==> src/rtl/tx_wave_gen.sv <==
// Tx waveform generator: queues {value, keep} symbols and holds each level for keep*ptr clocks.
// Define TX_WAVE_SYM_CNT_EN to add the saturating symbol-load counter output sym_cnt.
module tx_wave_gen #(
  parameter int   PTR_WIDTH  = 11,
  parameter int   FIFO_AW    = 2,
  parameter logic IDLE_LEVEL = 1'b1
) (
  input  logic                 clk_i,
  input  logic                 rst,
  input  logic                 Mod_enable,
  input  logic [PTR_WIDTH-1:0] cnt_point_ptr,
  input  logic                 sym_valid,
  output logic                 sym_ready,
  input  logic                 sym_value,
  input  logic [1:0]           sym_keep,
  output logic                 sym_err,
  output logic                 wave_out,
  output logic                 flag_edg_rise,
  output logic                 flag_edg_fall,
  output logic                 busy,
`ifdef TX_WAVE_SYM_CNT_EN
  output logic [15:0]          sym_cnt,
`endif
  output logic                 frame_done
);

  localparam int                 DEPTH   = 2 ** FIFO_AW;
  localparam int                 CW      = PTR_WIDTH + 2;
  localparam logic [FIFO_AW:0]   DEPTH_C = (FIFO_AW + 1)'(DEPTH);
  localparam logic [FIFO_AW:0]   CNT_ONE = (FIFO_AW + 1)'(1);
  localparam logic [FIFO_AW-1:0] PTR_ONE = FIFO_AW'(1);

  typedef enum logic {S_IDLE, S_HOLD} state_t;

  state_t             r_state;
  logic [CW-1:0]      r_cnt;
  logic               r_wave;
  logic               r_rise;
  logic               r_fall;
  logic               r_done;
  logic               r_err;
  logic [2:0]         r_mem [DEPTH];
  logic [FIFO_AW-1:0] r_wrPtr;
  logic [FIFO_AW-1:0] r_rdPtr;
  logic [FIFO_AW:0]   r_count;

  logic          w_full;
  logic          w_empty;
  logic          w_xfer;
  logic          w_push;
  logic          w_bad;
  logic          w_holdDone;
  logic          w_pop;
  logic [2:0]    w_head;
  logic [CW-1:0] w_ptrEff;
  logic [CW-1:0] w_prod;
  logic [CW-1:0] w_loadVal;
  logic          w_waveNext;

  assign w_full     = (r_count == DEPTH_C);
  assign w_empty    = (r_count == '0);
  assign sym_ready  = Mod_enable & ~w_full;
  assign w_xfer     = sym_valid & sym_ready;
  assign w_push     = w_xfer & (sym_keep != 2'd0);
  assign w_bad      = w_xfer & (sym_keep == 2'd0);
  assign w_holdDone = (r_state == S_HOLD) && (r_cnt == '0);
  assign w_pop      = Mod_enable & ~w_empty & ((r_state == S_IDLE) | w_holdDone);
  assign w_head     = r_mem[r_rdPtr];

  // Hold length keep*ptr built from shifts and one add; keep is never 0 inside the FIFO.
  always_comb begin
    w_ptrEff = (cnt_point_ptr == '0) ? CW'(1) : CW'(cnt_point_ptr);
    case (w_head[1:0])
      2'd1:    w_prod = w_ptrEff;
      2'd2:    w_prod = w_ptrEff << 1;
      default: w_prod = w_ptrEff + (w_ptrEff << 1);
    endcase
    w_loadVal = w_prod - CW'(1);
  end

  always_comb begin
    if (!Mod_enable)     w_waveNext = IDLE_LEVEL;
    else if (w_pop)      w_waveNext = w_head[2];
    else if (w_holdDone) w_waveNext = IDLE_LEVEL;
    else                 w_waveNext = r_wave;
  end

  always_ff @(posedge clk_i) begin
    if (w_push) r_mem[r_wrPtr] <= {sym_value, sym_keep};
  end

  always_ff @(posedge clk_i or posedge rst) begin
    if (rst) begin
      r_wrPtr <= '0;
      r_rdPtr <= '0;
      r_count <= '0;
    end else if (!Mod_enable) begin
      r_wrPtr <= '0;
      r_rdPtr <= '0;
      r_count <= '0;
    end else begin
      if (w_push) r_wrPtr <= r_wrPtr + PTR_ONE;
      if (w_pop)  r_rdPtr <= r_rdPtr + PTR_ONE;
      case ({w_push, w_pop})
        2'b10:   r_count <= r_count + CNT_ONE;
        2'b01:   r_count <= r_count - CNT_ONE;
        default: r_count <= r_count;
      endcase
    end
  end

  // Edge flags compare the level about to be registered with the current one.
  always_ff @(posedge clk_i or posedge rst) begin
    if (rst) begin
      r_state <= S_IDLE;
      r_cnt   <= '0;
      r_wave  <= IDLE_LEVEL;
      r_rise  <= 1'b0;
      r_fall  <= 1'b0;
      r_done  <= 1'b0;
      r_err   <= 1'b0;
    end else begin
      r_wave <= w_waveNext;
      r_rise <= ~r_wave & w_waveNext;
      r_fall <= r_wave & ~w_waveNext;
      r_err  <= w_bad;
      r_done <= 1'b0;
      if (!Mod_enable) begin
        r_state <= S_IDLE;
        r_cnt   <= '0;
      end else if (w_pop) begin
        r_state <= S_HOLD;
        r_cnt   <= w_loadVal;
      end else if (w_holdDone) begin
        r_state <= S_IDLE;
        r_done  <= 1'b1;
      end else if (r_state == S_HOLD) begin
        r_cnt <= r_cnt - CW'(1);
      end
    end
  end

`ifdef TX_WAVE_SYM_CNT_EN
  logic [15:0] r_symCnt;

  always_ff @(posedge clk_i or posedge rst) begin
    if (rst)                                r_symCnt <= '0;
    else if (!Mod_enable)                   r_symCnt <= '0;
    else if (w_pop && r_symCnt != 16'hFFFF) r_symCnt <= r_symCnt + 16'd1;
  end

  assign sym_cnt = r_symCnt;
`endif

  assign wave_out      = r_wave;
  assign flag_edg_rise = r_rise;
  assign flag_edg_fall = r_fall;
  assign frame_done    = r_done;
  assign sym_err       = r_err;
  assign busy          = (r_state == S_HOLD) | ~w_empty;

endmodule

==> config.mk <==
export PLATFORM = sky130hd
export DESIGN_NAME = tx_wave_gen
export DESIGN_NICKNAME = d
export VERILOG_FILES = /design/src/rtl/tx_wave_gen.sv
export SDC_FILE = /design/constraint.sdc
export NUM_CORES = 1
export LEC_CHECK = 0
export CAP_MARGIN = 20
export CORE_ASPECT_RATIO = 1.75
export CORE_MARGIN = 2
export CORE_UTILIZATION = 35
export DETAILED_ROUTE_END_ITERATION = 7
export PLACE_DENSITY_LB_ADDON = 0.2
export REMOVE_ABC_BUFFERS = 1
export SETUP_SLACK_MARGIN = 0.02
export SLEW_MARGIN = 25
export SYNTH_ARGS = -nofsm -noshare
export SYNTH_HDL_FRONTEND = slang
export SYNTH_SLANG_ARGS = --single-unit
==> constraint.sdc <==
create_clock -name clk_i -period 4.1 [get_ports clk_i]
set_input_delay 0.82 -clock clk_i [delete_from_list [all_inputs] [get_ports clk_i]]
set_output_delay 0.82 -clock clk_i [all_outputs]
set_load 0.01 [all_outputs]
# Word level (Yosys, flattened, before mapping)
# Memory sizes are Yosys's and may differ from the RTL's.
# Cells that the tools add are included.
classes:
  n_eq_ne: 11
  addsub: 7
  bitwise: 15
  muxes: 23
  n_reduce_logical: 7
op_table:
  columns: ["operator", "n"]
  rows:
  - ["$mux W13", 4]
  - ["$pmux W13 S2", 1]
  - ["$sub A13 B1 Y13 const B", 2]
  - ["$add A11 B12 Y13", 1]
  - ["$logic_not A13 Y1", 1]
  - ["$logic_not A11 Y1", 1]
  - ["$mux W1", 11]
  - ["$mux W11", 1]
  - ["$ne A3 B1 Y1 const B", 3]
  - ["$and A1 B1 Y1", 8]
  - ["$mux W2", 4]
  - ["$pmux W3 S2", 1]
  - ["$not A1 Y1", 5]
  - ["$add A2 B1 Y2 const B", 2]
  - ["$eq A2 B1 Y1 const B", 2]
  - ["$eq A2 B2 Y1 const B", 2]
  - ["$ne A2 B1 Y1 const B", 2]
  - ["$add A3 B1 Y3 const B", 1]
  - ["$eq A3 B3 Y1 const B", 1]
  - ["$logic_not A3 Y1", 1]
  - ["$mux W3", 1]
  - ["$ne A3 B2 Y1 const B", 1]
  - ["$sub A3 B1 Y3 const B", 1]
  - ["$logic_not A2 Y1", 1]
  - ["other kinds (4)", 5]
word_totals:
  elab_cells: 74
  input_bits: 18
  register_bits: 26
  mem_bits_rw: 12
  output_inout_bits: 7
  memories: 1
mem_list:
  columns: ["name", "words", "width", "rd", "rd_ports_with_merged_regs", "wr", "line_no", "rtl"]
  rows:
  - ["r_mem", 4, 3, 1, 0, 1, "42", "logic [2:0] r_mem [DEPTH];"]

# Depth between registers and ports, before layout
depth:
  word_depth: 8
  depth_mapped: 15
  depth_no_buf: 15

# Least setup slack after synthesis
# Ideal clock, no wire load.
synth_path:
  kind: "input-to-reg"
  startpoint: "input cnt_point_ptr[8]"
  endpoint: "register r_cnt[12]"
  required_ps: 3976
  setup_slack_ps: 380
  arrival_ps: 3596
  setup_ps: 124
  n_path_buf: 0
  stages: 14
  path_cell_list: "inv_1 -> ha_1 -> or3b_4 -> nor2_4 -> nor2_1 -> ha_1 -> or2_1 -> or3_1 -> o2111a_1 -> a221oi_1 -> o211ai_1 -> nor4_1 -> and4_1 -> o31ai_2"
synth_between:
  elab_chain_len: 7
synth_lines:
  columns: ["element", "line_no", "rtl"]
  rows:
  - ["start: declaration", "11", "input logic [PTR_WIDTH-1:0] cnt_point_ptr,"]
  - ["$logic_not A11 Y1", "72", "w_ptrEff = (cnt_point_ptr == '0) ? CW'(1) : CW'(cnt_point_ptr);"]
  - ["$mux W11 (*)", "72", null]
  - ["$add A11 B12 Y13", "76", "default: w_prod = w_ptrEff + (w_ptrEff << 1);"]
  - ["$pmux W13 S2 (*)", "73", "case (w_head[1:0])"]
  - ["$sub A13 B1 Y13 (*)", "78", "w_loadVal = w_prod - CW'(1);"]
  - ["$mux W13 (*)", "131", "end else if (w_pop) begin"]
  - ["$mux W13 (*)", "128", "if (!Mod_enable) begin"]
  - ["end signal: assignment", "133", "r_cnt <= w_loadVal;"]
  - ["end signal: assignment", "138", "r_cnt <= r_cnt - CW'(1);"]
  - ["end: declaration", "36", "logic [CW-1:0] r_cnt;"]
# Mark *: on every way between the ends. The rest lies on a longest branch, timed or not.
# A chain may end at the register's enable or synchronous reset.

# Worst setup path in the final report
layout_path:
  startpoint: "input cnt_point_ptr[10]"
  endpoint: "register r_cnt[12]"
# The elaborated chain is that of the path after synthesis.

==> results.ini <==
[status]
status=finished, final reports clean

[layout]
antennaDiodeCount=0
final_area_um2=4290
drive_gt1_share_pct=28.9
final_cell_count_no_fill=552
area_growth_pct=32.8
nNetsFinal=470

[floorplan]
fp.dieH_um=131
rows=46
dieArea_um2=10000
start_util_pct=35.7
core_um2=9040
fp.dieW_um=76.6
ioPinCount=25

[global_route]
antenna_found_initial=0
met2_usage_pct=36.5
grt.overflow.total=0
grt_max_degree=29
met3_usage_pct=1.92
grt_pass1_vias=2970
grt-busiest-layer=met2
grt_first_pass_wirelength_um=14600
grt_use_total_pct=18.4
use_met1_pct=19.1

[timing]
skew_ps=6.88
slew_viol_final=0
slew_headroom_pct=56.8
period_needed_ps=3920
layout_setup_ws_ps=176
rsz0062_at_grt=false
hold_violations=0
fmax_mhz=255
holdWs_ps=532
worst_pin_slew_ps=646
finalSetupViolCount=0
fin_crit_sh_pct=95.7

[worst_setup_path]
timing.rr.start=r_rdPtr[0]$_DFFE_PP0P_
worstSetupEndpointType=register
critPathMaxFanout=6
regToRegSetupSlack_ps=240
worst_ep_arrival_time_ps=4090
cp.required_ps=4270
startpoint_type=input pin
worstReg2RegEnd=r_cnt[9]$_DFFE_PP0P_
crit_type=in2reg
ff2ff_path_depth=10

[clocking]
clkTransAtPathRegs_ps=60
cts_max_path_buffers=2
htreeDepth=2
root_buffer=clkbuf_16
cts_tree=done
cts_inserted_buffers=5
clkLatencyLatePin_ps=290
holdBufCountCts=0
cts_sinks=38

[pwr]
power.density_nw_per_um2=614
power.total_mw=2.63
power.leakage_nw=1.83
irDropWorstVdd_v=0.000382

[logic_synthesis]
synth_xor_area_share_pct=2.44
synth_cells=357
synth_compound_area_share_pct=24.8
synthAdderAreaFrac_pct=8.60
synth_top_family_by_area=compound AO/OA/AOI/OAI gates
synth_warnings=0
synth_mux_area_share_pct=3.72
synthSimpleGateAreaFrac_pct=23.7
synth_edf_count=12
yosysSeqAreaShare_pct=31.4
avgSynthCellArea_um2=9.04
synth_flop_cell=dfrtp_1
synth_cell_types=84
ys_ff_latch=38
synth.cell_area_um2=3230
synthArstFlopShare_pct=68.4

[worst_hold_path]
min_from=wave_out$_DFF_PP1_
holdPathStages=1
hold_class=reg2reg
min_to=flag_edg_rise$_DFF_PP0_

[drt]
drtAntennaViolNets=0
drc_errors=0
via_per_inst=5.36
wl_per_cell_um=15.8
first_pass_iters=4
vias=2958
drt_wl_total_um=8740
drt_iter0_drc=213

[placed_design]
pre_cts_ws_ps=-358
port_buffers=24
dpl.hpwl_um=6930
place_area_um2=3970
gp_congestion=0.882
placed_cells=543

[job]
cap_violations=0

worst max-delay path by stage:
stage | from | to | cells after the start
floorplan | cnt_point_ptr[8] | r_cnt[12]$_DFFE_PP0P_ | 14
global placement | cnt_point_ptr[8] | r_cnt[12]$_DFFE_PP0P_ | 15
detailed placement | cnt_point_ptr[8] | r_cnt[12]$_DFFE_PP0P_ | 15
CTS | cnt_point_ptr[9] | r_cnt[9]$_DFFE_PP0P_ | 15
global route | cnt_point_ptr[2] | r_cnt[12]$_DFFE_PP0P_ | 17
finish | cnt_point_ptr[10] | r_cnt[12]$_DFFE_PP0P_ | 15
through the flow:
step | util (%) | TNS, ps
after detailed placement | 44.0 | -1270
final | 47.5 | 0
after CTS | 46.3 | 0
after floorplan | - | 0
after global placement | 44.0 | -1130
after global routing | 47.5 | 0
cell type report:
class                           instances  area (um^2)
Fill cell                             902         4750
Multi-Input combinational cell        279         2140
Sequential cell                        38         1010
Timing Repair Buffer                   84          709
Tap cell                              120          150
Clock buffer                            5          125
Inverter                               23         86.3
Clock inverter                          3         68.8
cells by family (layout without fill, tap and decap cells):
| group | count (synthesis) | in the layout |
|---|---|---|
| flip-flops | 38 | 38 |
| XOR/XNOR | 9 | 9 |
| adder cells (fa/ha/maj) | 21 | 21 |
| buffers and inverters | 40 | 115 |
| multiplexers | 8 | 8 |
| AND/OR/NAND/NOR | 132 | 132 |
| AO/OA/AOI/OAI | 109 | 109 |
cells in the mapped netlist (4+ instances only):
library cell   n  area share, %
a211oi_1       8            1.9
xnor2_1        7            1.9
a22oi_1        4           0.93
nand2_1       29            3.4
clkbuf_1      13            1.5
nor3_1        12            1.9
o21ai_0       18            2.8
nand4_1        5           0.97
inv_1         21            2.4
a22o_1         5            1.4
and2_1         9            1.7
nor2_1        32            3.7
ha_1          19            7.4
and3_1         5           0.97
dfrtp_1       25             19
edfxtp_1      12             11
o211ai_1       4           0.93
a21oi_1       20            3.1
a21o_1         5            1.2
nand3_1        7            1.1
o21a_1         4           0.93
a31oi_1        8            1.6
routing by layer:
layer  vias up  wire length (um)
met5         -                 0
met1      1406              3380
met2        58              4880
li1       1473                 -
met4         0               287
met3        21               197
where the power goes:
| group | switching (mW) | total, mW | internal (mW) |
|---|---|---|---|
| Combinational | 0.850 | 1.55 | 0.702 |
| Clock | 0.151 | 0.501 | 0.349 |
| Sequential | 0.0966 | 0.580 | 0.483 |
| Total | 1.10 | 2.63 | 1.53 |
layout by cell type, fill, tap and decap left out, drive strengths merged, types with 5 or more instances in the layout:
cell type | netlist | routed
a211oi | 8 | 8
nand2 | 31 | 31
o21ai | 19 | 19
and2 | 10 | 10
buf | 4 | 60
o211ai | 5 | 5
clkdlybuf4s50 | 0 | 18
a31oi | 8 | 8
nand3 | 7 | 7
nor2 | 33 | 33
nor3 | 15 | 15
dlymetal6s2s | 0 | 6
nand4 | 5 | 5
a21oi | 21 | 21
dfrtp | 25 | 25
and3 | 5 | 5
nor4 | 6 | 6
clkbuf | 13 | 5
inv | 22 | 22
edfxtp | 12 | 12
a22o | 5 | 5
a21o | 6 | 6
or2 | 5 | 5
ha | 19 | 19
xnor2 | 7 | 7
critical path: stages:
cell and delay (ps):
clkdlybuf4s50_1 490, or3b_4 430, nor2_4 200, buf_6 130, nor2_1 30, ha_1 300
buf_4 150, a211o_1 220, nand3_1 80, nand4_1 140, o32ai_2 290, o211ai_1 170
nor4_2 310, and4_1 260, o31ai_2 70
flip-flops by register name (all words and copies together), names as in the netlist:
signal,flops
r_rdPtr,2
r_state,1
r_count,3
sym_err,1
r_wrPtr,2
frame_done,1
flag_edg_rise,1
r_cnt,13
wave_out,1
flag_edg_fall,1
r_mem,12
repair_timing:
item,in CTS,in global routing
buffers inserted,0,1
cloned,0,0
endpoints found under the setup margin,2,7
pin swaps,0,10
resized for setup,3,30
hold endpoints to repair,0,0
No activity file was read; power rests on OpenSTA's default activity.
